--- config.mk ---
export PLATFORM = sky130hd
export DESIGN_NAME = signed_addsub_serial
export DESIGN_NICKNAME = d
export VERILOG_FILES = /design/src/rtl/calc_pkg.sv /design/src/rtl/chunk_adder.sv /design/src/rtl/full_adder.sv /design/src/rtl/signed_addsub_serial.sv
export SDC_FILE = /design/constraint.sdc
export NUM_CORES = 1
export LEC_CHECK = 0
export CAP_MARGIN = 40
export CORE_MARGIN = 1.5
export CORE_UTILIZATION = 30
export CTS_BUF_LIST = sky130_fd_sc_hd__clkbuf_4 sky130_fd_sc_hd__clkbuf_8
export DETAILED_ROUTE_END_ITERATION = 7
export SLEW_MARGIN = 20
export SYNTH_ARGS = -nofsm -noshare
export SYNTH_HDL_FRONTEND = slang
export SYNTH_HIERARCHICAL = 1
export SYNTH_SLANG_ARGS = --single-unit
--- constraint.sdc ---
create_clock -name clk -period 4.5 [get_ports clk]
set_clock_uncertainty 0.15 [all_clocks]
set_input_delay 1.125 -clock clk [delete_from_list [all_inputs] [get_ports clk]]
set_output_delay 1.125 -clock clk [all_outputs]
set_load 0.05 [all_outputs]
--- src/rtl/calc_pkg.sv ---
// rtl/calc_pkg.sv - shared constants, state encoding and geometry helpers for the calculator datapath
package calc_pkg;

    localparam logic OP_ADD = 1'b0;
    localparam logic OP_SUB = 1'b1;

    typedef enum logic {
        ST_IDLE = 1'b0,
        ST_RUN  = 1'b1
    } state_t;

    // Number of chunk passes needed for one operation.
    function automatic int calc_nchunk(input int width, input int chunk);
        return width / chunk;
    endfunction

    // Chunk index register width; a single-chunk unit still keeps a 1-bit index.
    function automatic int calc_idx_width(input int width, input int chunk);
        int n;
        n = width / chunk;
        return (n > 1) ? $clog2(n) : 1;
    endfunction

    // Geometry sanity check evaluated at elaboration by every user of the unit.
    function automatic bit calc_geometry_ok(input int width, input int chunk);
        return (chunk >= 1) && (width >= 2) && ((width % chunk) == 0);
    endfunction

endpackage

--- src/rtl/chunk_adder.sv ---
// rtl/chunk_adder.sv - combinational CHUNK-bit ripple adder built from full adder cells
module chunk_adder #(
    parameter int CHUNK = 4
) (
    input  logic [CHUNK-1:0] a,
    input  logic [CHUNK-1:0] b,
    input  logic             cin,
    output logic [CHUNK-1:0] sum,
    output logic             cout
);

    logic [CHUNK:0] carry;

    assign carry[0] = cin;

    for (genvar i = 0; i < CHUNK; i++) begin : g_bit
        full_adder u_fa (
            .a    (a[i]),
            .b    (b[i]),
            .cin  (carry[i]),
            .sum  (sum[i]),
            .cout (carry[i+1])
        );
    end

    assign cout = carry[CHUNK];

endmodule

--- src/rtl/full_adder.sv ---
// rtl/full_adder.sv - 1-bit full adder cell
module full_adder (
    input  logic a,
    input  logic b,
    input  logic cin,
    output logic sum,
    output logic cout
);

    assign sum  = a ^ b ^ cin;
    assign cout = (a & b) | (cin & (a ^ b));

endmodule

--- src/rtl/signed_addsub_serial.sv ---
// rtl/signed_addsub_serial.sv - multi-cycle signed add/subtract, CHUNK bits per clock
module signed_addsub_serial
    import calc_pkg::*;
#(
    parameter int WIDTH = 8,
    parameter int CHUNK = 4
) (
    input  logic             clk,
    input  logic             rst,
    input  logic             start,
    input  logic             op,
    input  logic [WIDTH-1:0] a,
    input  logic [WIDTH-1:0] b,
    output logic             busy,
    output logic             done,
    output logic [WIDTH-1:0] result,
    output logic             cout,
    output logic             overflow,
    output logic             zero,
    output logic             neg
);

    localparam int NCHUNK = calc_nchunk(WIDTH, CHUNK);
    localparam int IW     = calc_idx_width(WIDTH, CHUNK);
    localparam logic [IW-1:0]    LAST_IDX   = IW'(NCHUNK - 1);
    localparam logic [WIDTH-1:0] CHUNK_MASK = WIDTH'({CHUNK{1'b1}});

    if (!calc_geometry_ok(WIDTH, CHUNK)) begin : g_bad_geometry
        $error("signed_addsub_serial: WIDTH must be >= 2 and a multiple of CHUNK");
    end

    state_t           state_q, state_d;
    logic [WIDTH-1:0] a_q, a_d;
    logic [WIDTH-1:0] b_q, b_d;          // b already inverted for subtract
    logic             carry_q, carry_d;
    logic [IW-1:0]    idx_q, idx_d;
    logic [WIDTH-1:0] shadow_q, shadow_d;
    logic [WIDTH-1:0] result_q, result_d;
    logic             cout_q, cout_d;
    logic             ovf_q, ovf_d;
    logic             zero_q, zero_d;
    logic             neg_q, neg_d;
    logic             done_q, done_d;

    logic [CHUNK-1:0] chunk_a, chunk_b, chunk_sum;
    logic             chunk_cout;
    logic [WIDTH-1:0] merged;
    int               shamt;

    // Select the active chunk of both operands and splice its sum into the shadow.
    always_comb begin
        shamt   = CHUNK * int'(idx_q);
        chunk_a = CHUNK'(a_q >> shamt);
        chunk_b = CHUNK'(b_q >> shamt);
        merged  = (shadow_q & ~(CHUNK_MASK << shamt)) | (WIDTH'(chunk_sum) << shamt);
    end

    chunk_adder #(.CHUNK(CHUNK)) u_chunk_adder (
        .a    (chunk_a),
        .b    (chunk_b),
        .cin  (carry_q),
        .sum  (chunk_sum),
        .cout (chunk_cout)
    );

    // Next-state: capture operands in IDLE, walk the chunks in RUN, publish on the last one.
    always_comb begin
        state_d  = state_q;
        a_d      = a_q;
        b_d      = b_q;
        carry_d  = carry_q;
        idx_d    = idx_q;
        shadow_d = shadow_q;
        result_d = result_q;
        cout_d   = cout_q;
        ovf_d    = ovf_q;
        zero_d   = zero_q;
        neg_d    = neg_q;
        done_d   = 1'b0;
        case (state_q)
            ST_IDLE: begin
                if (start) begin
                    a_d      = a;
                    b_d      = (op == OP_SUB) ? ~b : b;
                    carry_d  = op;
                    idx_d    = '0;
                    shadow_d = '0;
                    state_d  = ST_RUN;
                end
            end
            ST_RUN: begin
                shadow_d = merged;
                carry_d  = chunk_cout;
                idx_d    = idx_q + 1'b1;
                if (idx_q == LAST_IDX) begin
                    result_d = merged;
                    cout_d   = chunk_cout;
                    ovf_d    = (a_q[WIDTH-1] == b_q[WIDTH-1]) && (merged[WIDTH-1] != a_q[WIDTH-1]);
                    zero_d   = (merged == '0);
                    neg_d    = merged[WIDTH-1];
                    done_d   = 1'b1;
                    idx_d    = '0;
                    state_d  = ST_IDLE;
                end
            end
            default: state_d = ST_IDLE;
        endcase
    end

    // State and datapath registers; reset aborts any operation in flight.
    always_ff @(posedge clk) begin
        if (rst) begin
            state_q  <= ST_IDLE;
            a_q      <= '0;
            b_q      <= '0;
            carry_q  <= 1'b0;
            idx_q    <= '0;
            shadow_q <= '0;
            result_q <= '0;
            cout_q   <= 1'b0;
            ovf_q    <= 1'b0;
            zero_q   <= 1'b0;
            neg_q    <= 1'b0;
            done_q   <= 1'b0;
        end else begin
            state_q  <= state_d;
            a_q      <= a_d;
            b_q      <= b_d;
            carry_q  <= carry_d;
            idx_q    <= idx_d;
            shadow_q <= shadow_d;
            result_q <= result_d;
            cout_q   <= cout_d;
            ovf_q    <= ovf_d;
            zero_q   <= zero_d;
            neg_q    <= neg_d;
            done_q   <= done_d;
        end
    end

    assign busy     = (state_q == ST_RUN);
    assign done     = done_q;
    assign result   = result_q;
    assign cout     = cout_q;
    assign overflow = ovf_q;
    assign zero     = zero_q;
    assign neg      = neg_q;

endmodule

After elaboration in Yosys (flattened, before gate mapping)
Index checks and enable logic that the tools add are counted.
{"block": "classes", "shift": 4, "bitwise_logic": 25, "n_eq_ne": 3, "addsub": 1, "muxes": 12, "reduce_logical": 5}
{"operator": "8-bit two-way mux", "n": 2}
{"operator": "8-bit NOT", "n": 2}
{"operator": "8-bit one-hot mux with 2 select lines", "n": 1}
{"operator": "8-bit by 3-bit >> shifter with 4-bit output", "n": 2}
{"operator": "1-bit bitwise AND", "n": 8}
{"operator": "8-bit bitwise AND", "n": 1}
{"operator": "8-bit logical NOT", "n": 1}
{"operator": "8-bit bitwise OR", "n": 1}
{"operator": "4-bit by 3-bit << shifter with 8-bit output", "n": 1}
{"operator": "4-bit by 3-bit << shifter with 8-bit output (first input constant)", "n": 1}
{"operator": "1-bit XOR", "n": 8}
{"operator": "1-bit two-way mux", "n": 6}
{"operator": "1-bit one-hot mux with 2 select lines", "n": 3}
{"operator": "1-bit bitwise OR", "n": 4}
{"operator": "2-bit AND reduction", "n": 2}
{"operator": "2-bit inequality test (second input constant)", "n": 1}
{"operator": "2-bit OR reduction", "n": 1}
{"operator": "1-bit adder (second input constant)", "n": 1}
{"operator": "1-bit equality test", "n": 1}
{"operator": "1-bit logical AND", "n": 1}
{"operator": "1-bit inequality test", "n": 1}
{"operator": "1-bit NOT", "n": 1}
{"block": "totals", "wordCells": 62, "reg_bits": 40, "output_inout_bits": 14}

Longest topological paths before layout
{"block": "depth", "ltp_word": 13, "depth_mapped": 9, "mapped_depth_nobuf": 8}

Modules after synthesis
The synthesis kept the hierarchy.
{"mod": "signed_addsub_serial", "cells_each": 168, "instances": 1, "area_each_um2": 1470.2, "seq_area_each_um2": 700.7}
{"mod": "full_adder", "cells_each": 1, "instances": 4, "area_each_um2": 20.0, "seq_area_each_um2": 0.0}

Worst setup path after synthesis
Ideal clock, no wire load.
{"block": "synth_path", "kind": "reg2reg", "start": "reg idx_q", "end": "reg ovf_q (netlist: overflow)", "arrival_ns": 2.992, "stages_incl_launch_ff": 10, "setup_time_ns": 0.125, "period_less_slack_ns": 3.267, "required_time_ns": 4.225, "path_buffers": 1, "slack_ns": 1.233, "path_cell_list": "dfxtp_1 -> buf_2 -> mux2_2 -> fa_1 -> fa_1 -> fa_1 -> fa_1 -> nor2b_1 -> a221oi_1 -> nor3_1"}
{"block": "synth_between", "elab_chain_cells": 13, "word_cells_on_any_way": 24, "cone_classes": "eq/ne: 1; shift: 4; bitwise: 17; reduce/logical: 2"}
{"item": "from (decl)", "line": "signed_addsub_serial.sv:36", "text": "logic [IW-1:0] idx_q, idx_d;"}
{"item": "from (signal assigned)", "line": "signed_addsub_serial.sv:130", "text": "idx_q <= idx_d;"}
{"item": "8-bit by 3-bit >> shifter with 4-bit output (*)", "line": "signed_addsub_serial.sv:53", "text": "chunk_a = CHUNK'(a_q >> shamt);"}
{"item": "net chunk_a[0]", "line": "signed_addsub_serial.sv:45", "text": "logic [CHUNK-1:0] chunk_a, chunk_b, chunk_sum;"}
{"item": "1-bit XOR", "line": "full_adder.sv:11", "text": "assign cout = (a & b) | (cin & (a ^ b));"}
{"item": "1-bit bitwise AND", "line": "full_adder.sv:11"}
{"item": "1-bit bitwise OR (*)", "line": "full_adder.sv:11"}
{"item": "net u_chunk_adder.carry[1]", "line": "chunk_adder.sv:12", "text": "logic [CHUNK:0] carry;"}
{"item": "1-bit bitwise AND (*)", "line": "full_adder.sv:11"}
{"item": "1-bit bitwise OR (*)", "line": "full_adder.sv:11"}
{"item": "net u_chunk_adder.carry[2]", "line": "chunk_adder.sv:12"}
{"item": "[... 1 more ...]"}
{"item": "1-bit bitwise OR (*)", "line": "full_adder.sv:11"}
{"item": "net u_chunk_adder.carry[3]", "line": "chunk_adder.sv:12"}
{"item": "1-bit XOR (*)", "line": "full_adder.sv:10", "text": "assign sum = a ^ b ^ cin;"}
{"item": "net chunk_sum[3]", "line": "signed_addsub_serial.sv:45"}
{"item": "4-bit by 3-bit << shifter with 8-bit output (*)", "line": "signed_addsub_serial.sv:55", "text": "merged = (shadow_q & ~(CHUNK_MASK << shamt)) | (WIDTH'(chunk_sum) << shamt);"}
{"item": "8-bit bitwise OR (*)", "line": "signed_addsub_serial.sv:55"}
{"item": "1-bit inequality test (*)", "line": "signed_addsub_serial.sv:98", "text": "ovf_d = (a_q[WIDTH-1] == b_q[WIDTH-1]) && (merged[WIDTH-1] != a_q[WIDTH-1]);"}
{"item": "1-bit logical AND (*)", "line": "signed_addsub_serial.sv:98"}
{"item": "to (signal assigned)", "line": "signed_addsub_serial.sv:134", "text": "ovf_q <= ovf_d;"}
{"item": "to (decl)", "line": "signed_addsub_serial.sv:40", "text": "logic ovf_q, ovf_d;"}
Mark *: on every way through the listed nets, which the timed path passes. The rest lies on a longest branch.
A chain may end at the register's enable or synchronous reset.

Worst setup path in the final report
Ends and elaborated chain as after synthesis.

==> results.md <==
- Antenna cells: 0
- PostCTS Resize Cnt: 0
- Count leader, synth: nand2_1
- Vias per cell: 4.60
- Maximum vdd drop: 0.190 mV
- Fill count: around 500
- Clock buffer depth: 2
- Post-synth EDFFs: 0
- Status: finished clean
- Clock group share of total power: between 30% and 40%
- Clock latency on the worst-skew pair: about 0.29 ns
- Core Footprint: 4850 µm²
- Post-route DRC: 0
- Worst EP required: roughly 4.5 ns
- CTS clk-pin slew, worst paths: 0.08 ns
- Cells along the critical path: mux2_2 -> fa_1 -> fa_1 -> fa_1 -> fa_1 -> nor2b_1 -> a221oi_1 -> nor3_1
- Router iterations before antenna repair: 4
- CTS tree: done
- Leak Pwr: 0.709 nW
- RD Place Congestion: 0.743
- Worst-margin pin slew: 0.506 ns
- Cell Area, Placed: between 1500 and 2000 µm²
- Post-CTS Setup Inserts: 0
- First-pass GRT wire length: ~5.1 mm
- Period minus WS final: between 3 and 4 ns
- Die ar.: 5610 µm²
- Dpl hpwl: between 2 and 2.5 mm
- Slowest cell on crit path: dfxtp_1
- Top-area cell type share of the netlist area: 45.2%
- Vias: 1232
- Sequential power share: a little under half
- Largest area contributor in the netlist: dfxtp_1
- Ports: 34
- Layout cells sized above 1: between 10% and 20%
- Synth top cells by count: nand2_1, dfxtp_1, a21oi_1
- Synth warn: 6
- Cell variety after synth: 23
- Worst Setup End Kind: register
- Vias in the first global route: 1150
- Slew headroom: around two thirds
- Row cnt: 25
- Pint: 0.000548 W
- Post-synth top flop: dfxtp_1
- PD cells: 368 nW/µm²
- Final Max Tran Viols: 0
- Root Driver: clkbuf_8
- Sink Count: 35
- Worst Hold Class: reg2reg
- Chip height: ~75 µm
- Cell mode on critical path: fa_1
- Port buffer count: 33
- Post-Synthesis Cells: 172
- Hold-fix buffers, CTS: 0
- Total grt overflow: 0
- Fin. Hold Viols: 0
- Largest net degree at the start of global routing: 36
- Area growth syn-to-layout: 29.2%
- Async S/R FF share, synth: 0%
- Flop2flop setup slack: 1.02 ns
- Die W: 74.9 µm
- Syn_nets: 196
- All-layer global routing usage: 12.2%
- Setup TNS: 0 ns
- Drt total wl: 3.00 mm
- Switching share of total power: about a quarter
- RSZ-0062 raised after global routing: no
- Crit path DAT: 3.49 ns
- H-tree Lvls: 2
- Initial antenna violation count: 0
- Fin nets: 224
- Worst-path fanout max: 13
- Startpoint Class: register
- Comb pwr share: ~16%
- Kind of critical path: reg2reg
- Max-cap check violation count: 0
- Initial core utilization: 32.0%
- Psw: 0.000190 W
- Setup WS post-layout: 1.02 ns
- Final Instance Area: 2000 µm²
- Final ANT Viol Nets: 0
- Fin crit share: 77.3%
- CTS buffer count: 5
- Post-synthesis sequential area ratio: 45.2%
- # setup viols final: 0
- Register bit total from synthesis: 35
- Pre-CTS setup slack: a little over 1 ns
- Max Freq: 288 MHz
- Mapped Area: 1550 µm²
- DR iter-0 viols: 43
- Avg Synthesized Cell Area: 9.01 µm²
- Synth top area cells: dfxtp_1, nand2_1, a21oi_1
- DR WL/cell: 11.2 µm
- Max stage delay on crit path: 0.59 ns
-- critical path, delay by kind of cell (launching register included) --
| family | cells | cell delay [ns] |
|---|---|---|
| adders and majority gates | 4 | 1.78 |
| DFF | 1 | 0.59 |
| muxes | 1 | 0.40 |
| AOI/OAI and AO/OA | 1 | 0.26 |
| and+or+nand+nor | 2 | 0.16 |
-- power groups by stage --
stage	clock network (W)	registers, W	logic, W
floorplan	0	0.000349	0.0000819
global placement	0	0.000348	0.000116
detailed placement	0	0.000347	0.000118
CTS	0.000289	0.000340	0.000118
global route	0.000304	0.000343	0.000130
finish	0.000280	0.000340	0.000117
-- path summary, 6_finish.rpt --
path,to,from,cells past startpoint
setup / recovery,overflow,idx_q,8
hold reg to reg,result[5],result[5],2
hold / removal,result[5],result[5],2
setup reg to reg,overflow,idx_q,8
-- metrics by stage --
stage / power [W] / instances / util [%] / hold slack (ns)
after floorplan: 0.000431 / 172 / - / 0.283
after global placement: 0.000464 / 259 / 38.8 / 0.295
after detailed placement: 0.000465 / 260 / 39.0 / 0.299
after CTS: 0.000747 / 268 / 41.3 / 0.310
after global routing: 0.000777 / 268 / 41.3 / 0.324
final: 0.000737 / 268 / 41.3 / 0.306
-- cell families after synthesis --
logic type      count (synthesis)  share of synthesized area [%]
buf+inv                        14                           5.97
mux                            10                           7.18
xor+xnor                        8                           4.52
compound gates                 33                           13.5
simple gates                   68                           18.5
fa+ha+maj                       4                           5.17
flops                          35                           45.2
-- flip-flops by register name, summed over array words and instances (netlist names) --
signal	flops
busy	1
shadow_q	4
done	1
b_q	8
a_q	8
result	8
carry_q	1
idx_q	1
overflow	1
cout	1
zero	1
-- layout make-up --
cell class	count	area, µm²	share of cell area (%)
timing repair buffer	35	349	17.4
tap	67	83.8	4.18
clock inverter	3	43.8	2.19
clock buffer	5	68.8	3.44
multi-input combinational	123	757	37.8
sequential	35	701	35.0
-- cells in the final DEF (no fill, tap or decap), types with 2 or more instances in the layout --
| cell type | count |
|---|---|
| a211oi_1 | 4 |
| xnor2_1 | 8 |
| clkbuf_8 | 5 |
| nand3_1 | 5 |
| dfxtp_1 | 35 |
| nand2_1 | 40 |
| nor2b_1 | 2 |
| clkdlybuf4s50_1 | 33 |
| a21oi_1 | 24 |
| a211oi_2 | 4 |
| nor2_1 | 14 |
| fa_1 | 4 |
| mux2_2 | 9 |
| nor4_1 | 2 |
-- per-layer routing --
layer / up-vias / routed length (µm) / global-route usage (%)
li1: 627 / - / -
met1: 566 / 1390 / 15.0
met2: 34 / 1350 / 18.9
met3: 5 / 197 / 4.82
met4: 0 / 55 / 5.45
met5: - / 0 / 0
Power figures use the tool's default switching activity.
